==> config.mk <==
export PLATFORM = sky130hd
export DESIGN_NAME = fa_seq_addsub
export DESIGN_NICKNAME = d
export VERILOG_FILES = /design/src/rtl/fa_seq_addsub_pkg.sv /design/src/rtl/fa_seq_addsub_slice.sv /design/src/rtl/fa_seq_addsub.sv
export SDC_FILE = /design/constraint.sdc
export NUM_CORES = 1
export LEC_CHECK = 0
export CAP_MARGIN = 15
export CORE_UTILIZATION = 50
export CTS_BUF_LIST = sky130_fd_sc_hd__clkbuf_8
export DETAILED_ROUTE_END_ITERATION = 8
export PLACE_DENSITY_LB_ADDON = 0.25
export SLEW_MARGIN = 20
export SYNTH_ARGS = -nofsm -noshare
export SYNTH_HDL_FRONTEND = slang
export SYNTH_SLANG_ARGS = --single-unit
==> constraint.sdc <==
create_clock -name clk -period 3.9 [get_ports clk]
set_input_delay 0.78 -clock clk [delete_from_list [all_inputs] [get_ports clk]]
set_output_delay 0.78 -clock clk [all_outputs]
set_load 0.02 [all_outputs]
==> src/rtl/fa_seq_addsub_pkg.sv <==
// Shared types and sizing helpers for the sequential adder/subtractor.
// Provides the controller state encoding and the slice-count / slice-index
// width calculations used by fa_seq_addsub.
package fa_seq_addsub_pkg;

  typedef enum logic [1:0] {
    ST_IDLE = 2'd0,
    ST_RUN  = 2'd1,
    ST_DONE = 2'd2
  } state_t;

  localparam int N_DEF      = 16;
  localparam int K_DEF      = 4;
  localparam int NSLICE_DEF = N_DEF / K_DEF;

  // Number of K-bit slices that make up an N-bit operand.
  function automatic int nslice(input int n, input int k);
    return n / k;
  endfunction

  // Slice-index register width; at least one bit even for a single slice.
  function automatic int idx_w(input int ns);
    return (ns > 1) ? $clog2(ns) : 1;
  endfunction

endpackage

==> src/rtl/fa_seq_addsub_slice.sv <==
// fa_slice: K-bit combinational slice adder.
// Ports:
//   a, b      slice operands
//   ci        carry into bit 0 of the slice
//   s         slice sum
//   co        carry out of the top bit
//   c_msb_in  carry into the top bit (used for signed overflow)
module fa_slice #(
  parameter int K = 4
) (
  input  logic [K-1:0] a,
  input  logic [K-1:0] b,
  input  logic         ci,
  output logic [K-1:0] s,
  output logic         co,
  output logic         c_msb_in
);

  logic [K:0] sum;

  assign sum = {1'b0, a} + {1'b0, b} + {{K{1'b0}}, ci};
  assign s   = sum[K-1:0];
  assign co  = sum[K];
  // Sum bit = a ^ b ^ carry-in, so the carry into the top bit falls out of
  // the sum without a second, shorter adder (also valid for K=1).
  assign c_msb_in = sum[K-1] ^ a[K-1] ^ b[K-1];

endmodule

==> src/rtl/fa_seq_addsub.sv <==
// fa_seq_addsub: multi-cycle N-bit adder/subtractor, K bits per clock.
// Ports:
//   clk, rst         clock and asynchronous active-high reset
//   start            request an operation (taken in IDLE or DONE only)
//   A, B, Cin, sub   operands, carry/borrow-in and mode, latched on accept
//   busy             high while slices are being computed
//   done             one-cycle pulse when S/Cout/ovf become valid
//   S, Cout, ovf     result, carry out (sub: 1 = no borrow), signed overflow
//
// state   | meaning
// IDLE    | waiting for start
// RUN     | adding slice idx_q, LSB slice first
// DONE    | result valid for one cycle; start here chains the next op
module fa_seq_addsub
  import fa_seq_addsub_pkg::*;
#(
  parameter int N = 16,
  parameter int K = 4
) (
  input  logic         clk,
  input  logic         rst,
  input  logic         start,
  input  logic [N-1:0] A,
  input  logic [N-1:0] B,
  input  logic         Cin,
  input  logic         sub,
  output logic         busy,
  output logic         done,
  output logic [N-1:0] S,
  output logic         Cout,
  output logic         ovf
);

  localparam int NSLICE = nslice(N, K);
  localparam int IW     = idx_w(NSLICE);

  state_t         state_q, state_d;
  logic [N-1:0]   a_q, a_d;
  logic [N-1:0]   b_q, b_d;
  logic           carry_q, carry_d;
  logic [IW-1:0]  idx_q, idx_d;
  logic [N-1:0]   s_q, s_d;
  logic           cout_q, cout_d;
  logic           ovf_q, ovf_d;

  logic [K-1:0]   a_sl;
  logic [K-1:0]   b_sl;
  logic [K-1:0]   s_sl;
  logic           co_sl;
  logic           cmsb_sl;
  logic           last_slice;

  // Operand mux: select slice idx_q of the latched operands.
  always_comb begin
    a_sl = '0;
    b_sl = '0;
    for (int j = 0; j < NSLICE; j++) begin
      if (idx_q == IW'(j)) begin
        a_sl = a_q[j*K +: K];
        b_sl = b_q[j*K +: K];
      end
    end
  end

  fa_slice #(.K(K)) u_slice (
    .a        (a_sl),
    .b        (b_sl),
    .ci       (carry_q),
    .s        (s_sl),
    .co       (co_sl),
    .c_msb_in (cmsb_sl)
  );

  assign last_slice = (idx_q == IW'(NSLICE - 1));

  always_comb begin
    state_d = state_q;
    a_d     = a_q;
    b_d     = b_q;
    carry_d = carry_q;
    idx_d   = idx_q;
    s_d     = s_q;
    cout_d  = cout_q;
    ovf_d   = ovf_q;

    case (state_q)
      ST_IDLE, ST_DONE: begin
        if (start) begin
          // Subtract is A + ~B + ~Cin: invert once here so RUN only adds.
          a_d     = A;
          b_d     = sub ? ~B : B;
          carry_d = sub ? ~Cin : Cin;
          idx_d   = '0;
          state_d = ST_RUN;
        end else begin
          state_d = ST_IDLE;
        end
      end

      ST_RUN: begin
        for (int j = 0; j < NSLICE; j++) begin
          if (idx_q == IW'(j)) begin
            s_d[j*K +: K] = s_sl;
          end
        end
        carry_d = co_sl;
        idx_d   = idx_q + 1'b1;
        if (last_slice) begin
          cout_d  = co_sl;
          ovf_d   = cmsb_sl ^ co_sl;
          idx_d   = '0;
          state_d = ST_DONE;
        end
      end

      default: state_d = ST_IDLE;
    endcase
  end

  always_ff @(posedge clk or posedge rst) begin
    if (rst) begin
      state_q <= ST_IDLE;
      a_q     <= '0;
      b_q     <= '0;
      carry_q <= 1'b0;
      idx_q   <= '0;
      s_q     <= '0;
      cout_q  <= 1'b0;
      ovf_q   <= 1'b0;
    end else begin
      state_q <= state_d;
      a_q     <= a_d;
      b_q     <= b_d;
      carry_q <= carry_d;
      idx_q   <= idx_d;
      s_q     <= s_d;
      cout_q  <= cout_d;
      ovf_q   <= ovf_d;
    end
  end

  assign busy = (state_q == ST_RUN);
  assign done = (state_q == ST_DONE);
  assign S    = s_q;
  assign Cout = cout_q;
  assign ovf  = ovf_q;

endmodule

**Word-level counts from Yosys, hierarchy flattened**

Cells that the tools add are included.

- Output and inout port bits: 20
- Register bits: 55
- Bits of input ports: 37

- Add/subtract/negate cells: 3
- Reductions and logical operators: 10
- Mux-type cells: 18
- Equal/unequal tests: 7
- Bitwise gates (word level): 5

Operators by type and width:

| operator | count |
|---|---|
| 4-bit two-way mux | 8 |
| 16-bit two-way mux | 1 |
| 16-bit inverter | 1 |
| 2-bit AND reduction | 6 |
| 2-bit one-hot mux with 2 select lines | 2 |
| 2-bit == test, second input constant | 3 |
| 2-bit two-way mux | 3 |
| 4-bit by 4-bit adder with 5-bit output | 1 |
| 5-bit by 1-bit adder with 5-bit output | 1 |
| 2-bit by 1-bit == test with 1-bit output, second input constant | 2 |
| 2-bit zero test | 2 |
| 1-bit two-way mux | 3 |
| 1-bit bitwise XOR | 3 |
| 2-bit by 1-bit adder with 2-bit output, second input constant | 1 |
| 2-bit by 1-bit != test with 1-bit output, second input constant | 1 |
| 2-bit != test, second input constant | 1 |
| 1-bit one-hot mux with 2 select lines | 1 |
| 2-bit nonzero test | 1 |
| 2-bit OR reduction | 1 |
| 1-bit inverter | 1 |

**Longest topological paths before layout**

- Word-level depth: 10
- Mapped depth: 16
- Gate-level depth less buffers: 15

**Modules after synthesis**

A second synthesis with hierarchy kept.

- Cells, all modules: 263
- Area, all modules: 2,756.4 um^2

By module, submodules not included:

| module | cells an instance | area an instance (um^2) | times used |
|---|---|---|---|
| fa_seq_addsub | 244 | 2,578.7 | 1 |
| fa_slice | 19 | 177.7 | 1 |

**Least setup slack after synthesis**

No wires, ideal clock.

- Path type: register to register
- From: register idx_q[0]
- To: register ovf_q (netlist: ovf)
- Data arrival time: 2.874 ns
- Cell stages (with the launch flop): 16
- Required time: 3.826 ns
- Setup slack: 0.951 ns
- Library setup time: 0.074 ns
- Cells stage by stage: dfrtp_1 > inv_1 > ha_1 > buf_2 > clkbuf_1 > a221oi_1 > nor3_1 > a21oi_1 > fa_1 > inv_1 > fa_1 > a21o_1 > a21oi_1 > xor2_1 > xnor3_1 > o21ai_2

- Word-level cells in the longest chain between the ends: 10

RTL lines:

| what | line | RTL |
|---|---|---|
| from (decl) | fa_seq_addsub.sv:41 | `logic [IW-1:0] idx_q, idx_d;` |
| from (signal assigned) | fa_seq_addsub.sv:135 | `idx_q <= idx_d;` |
| 2-bit zero test | fa_seq_addsub.sv:58 | `if (idx_q == IW'(j)) begin` |
| 4-bit two-way mux (4 in series) | fa_seq_addsub.sv:58 |  |
| 4-bit by 4-bit adder with 5-bit output | fa_seq_addsub_slice.sv:21 | `assign sum = {1'b0, a} + {1'b0, b} + {{K{1'b0}}, ci};` |
| 5-bit by 1-bit adder with 5-bit output | fa_seq_addsub_slice.sv:21 |  |
| 1-bit bitwise XOR (2 in series) | fa_seq_addsub_slice.sv:26 | `assign c_msb_in = sum[K-1] ^ a[K-1] ^ b[K-1];` |
| 1-bit bitwise XOR | fa_seq_addsub.sv:110 | `ovf_d = cmsb_sl ^ co_sl;` |
| to (signal assigned) | fa_seq_addsub.sv:138 | `ovf_q <= ovf_d;` |
| to (decl) | fa_seq_addsub.sv:44 | `logic ovf_q, ovf_d;` |

Parallel ways exist; a longest one is shown, timed or not.
A chain may end at the register's enable or synchronous reset.

**Worst setup path in the final report**

- From: register idx_q[1]
- To: register ovf_q (netlist: ovf)

Same word-level chain as after synthesis.

==> results.ini <==
[floorplanning]
die_h_microns = 74.84
io_pins = 57
fp.coreArea_sq_um = 5107
num_rows = 26
initial_core_util = 0.5194
die_area_sq_um = 5600
die_w_microns = 74.84

[layout]
final_area_sq_um = 3338
antenna_cells = 0
fin_util = 0.6536
fill_cells = 466
syn2layout_area_growth_pct = 25.85
stdcell_count = 406
final_nets = 382
drive_above_1_share = 0.04762

[clock_network]
cts_buffer_depth = 2
post_cts_buffers = 0
post_cts_resized = 0
cts_htree_levels = 2
cts_tree = done
root_buffer = clkbuf_8
cts_buffers = 5
cts_sinks = 55
cts_hold_buf = 0
insertion_delay_ns = 0.30
clk_pin_slew_worst_paths_ns = 0.09

[placement]
place_area_sq_um = 3249
gp_congestion = 0.8546
dp_cells = 399
place_ws_ns = 0.5777
dp_hpwl_microns = 3915
io_buffer_count = 56

[timing]
tightest_slew_ns = 0.9169
fin_crit_ns = 3.438
skew_ns = 0.005364
layout_setup_ws_ns = 0.4622
drv_slew = 0
fmax_mhz = 290.9
slew_headroom = 0.3880
rsz0062_at_grt = false
whs_ns = 0.4848
tns_ns = 0
finalCritPeriodShare = 0.8815
setup_viol = 0
hold_viol_final = 0

[routing]
detail_route.wl_per_cell_microns = 12.71
ant_nets = 0
avgViaCountPerCell = 4.990
vias = 2026
drc = 0
finalWirelength_microns = 5160
drt_iter0_markers = 76
drt-pass1-iter-count = 4

[global_routing]
overflow = 0
antenna_found_initial = 0
grt_max_degree = 56
grt_first_pass_wirelength_microns = 8763
grt_pass1_vias = 1951
grt_use_total = 0.2078

[synth]
synthFlopType = dfrtp_1
synth_edf_count = 0
yosysWarnings = 0
syn_area_sq_um = 2653
synth.avg_cell_area_sq_um = 9.242
ys_types = 29
async_reset_ff_frac = 1.000
ys_seq_area_frac = 0.5189
synthCells = 287
synth-seq-cells = 55
syn-num-nets = 333

[flow_run]
max_cap_viol_count = 0

[worst_setup_path]
end_kind = register
path_cells = inv_1 -> ha_1 -> nor2b_1 -> a221oi_1 -> nor3_1 -> a21oi_1 -> fa_1 -> inv_1 -> fa_1 -> a21o_1 -> a21oi_1 -> xor2_1 -> xnor3_1 -> o21ai_2
cpMaxStageDelayCell = ha_1
worst-setup-path-type = register to register
start_kind = register
critPathTopFamily = compound AO/OA/AOI/OAI gates
cp_max_fo = 16
critPathBufInv = 2
timing.rr.start = idx_q[1]
worst_r2r_path_depth = 14
cp_data_arrival_time_ns = 3.67
crit_required_ns = 4.13
cpPeakStageDelay_ns = 0.43
r2r_end = ovf
reg2reg_slack_ns = 0.46

[worst_hold_path]
min_path_type = register to register
min_path_cells = 2
hold_end = S[8]
min-delay-start = S[8]

[pwr]
leakagePower_nw = 1.509
power_mw = 2.891
ir_drop_mv = 0.4014
power_density_nw_per_um2 = 866.0

[outcome]
status = complete, no violations

-- flip-flops by register name (all words and copies together) (netlist names) --
name and count:
a_q 16, state_q 2, ovf 1, S 16
carry_q 1, idx_q 2, b_q 16, Cout 1
-- area by class of cell --
| cell class | count | area [sq um] | area share |
|---|---|---|---|
| Sequential cell | 55 | 1376 | 0.4123 |
| Multi-Input combinational cell | 209 | 1184 | 0.3546 |
| Timing Repair Buffer | 58 | 575.6 | 0.1724 |
| Tap cell | 70 | 87.58 | 0.02624 |
| Clock buffer | 6 | 82.58 | 0.02474 |
| Inverter | 7 | 27.53 | 0.008246 |
| Clock inverter | 1 | 5.005 | 0.001499 |
-- report_power, final --
group	internal [mW]	switching [mW]	total, mW	leakage [nW]
clock network	0.140	0.170	0.309	0.0470
logic	0.716	0.854	1.57	0.779
registers	0.845	0.167	1.01	0.682
total	1.70	1.19	2.89	1.51
-- per-layer routing --
layer  GRT usage  share of wire  wire, microns
met1      0.2651           0.48           2456
met2      0.3463           0.46           2384
met3     0.03481          0.038            198
met4     0.09853          0.023            121
met5           0              0              0
-- cells by family (layout without fill, tap and decap cells) --
kind of cell / Yosys count / in the layout / share of synthesized area
xor gates and xnor gates: 21 / 21 / 0.07453
AOI/OAI and AO/OA: 59 / 59 / 0.1250
muxes: 4 / 4 / 0.01698
adders and majority gates: 9 / 9 / 0.04811
and+or+nand+nor: 116 / 116 / 0.1816
DFF: 55 / 55 / 0.5189
buffers and inverters: 23 / 72 / 0.03491
-- cells in the final DEF (no fill, tap or decap), types with 6 or more instances in the layout --
cell type,instances
a21oi_1,13
clkbuf_8,6
clkdlybuf4s50_1,56
dfrtp_1,55
ha_1,7
inv_1,6
nand2_1,95
nor2b_1,6
o21ai_0,36
xnor2_1,19
-- worst max-delay path by stage --
stage / start / endpoint / slack [ns] / depth (start not counted)
CTS: idx_q[1] / ovf / 0.49 / 14
global route: idx_q[1] / ovf / 0.18 / 14
finish: idx_q[1] / ovf / 0.46 / 14
global placement: idx_q[1] / ovf / 0.72 / 14
floorplan: idx_q[0] / ovf / 0.95 / 15
detailed placement: idx_q[1] / ovf / 0.58 / 14
-- worst reg2reg max path, delay by kind of cell (launching register included) --
family                   cells  cell delay, ns
AO/OA/AOI/OAI                5            1.09
XOR/XNOR                     2            0.45
AND/OR/NAND/NOR              2            0.22
flip-flops                   1            0.42
adder cells (fa/ha/maj)      3            1.04
buffers and inverters        2            0.15
-- synthesized netlist by cell type, types with 2 or more instances --
| cell type | n | area, sq um |
|---|---|---|
| a21oi_1 | 13 | 65.06 |
| buf_2 | 5 | 25.02 |
| clkbuf_1 | 11 | 41.29 |
| dfrtp_1 | 55 | 1376 |
| fa_1 | 2 | 40.04 |
| ha_1 | 7 | 87.58 |
| inv_1 | 7 | 26.28 |
| mux2_2 | 4 | 45.04 |
| nand2_1 | 95 | 356.6 |
| nand2b_1 | 3 | 18.77 |
| nand3b_1 | 5 | 37.54 |
| nor2_1 | 5 | 18.77 |
| nor2b_1 | 6 | 37.54 |
| o21ai_0 | 36 | 180.2 |
| xnor2_1 | 19 | 166.4 |
Note: power is estimated with default switching activity, not from simulation.
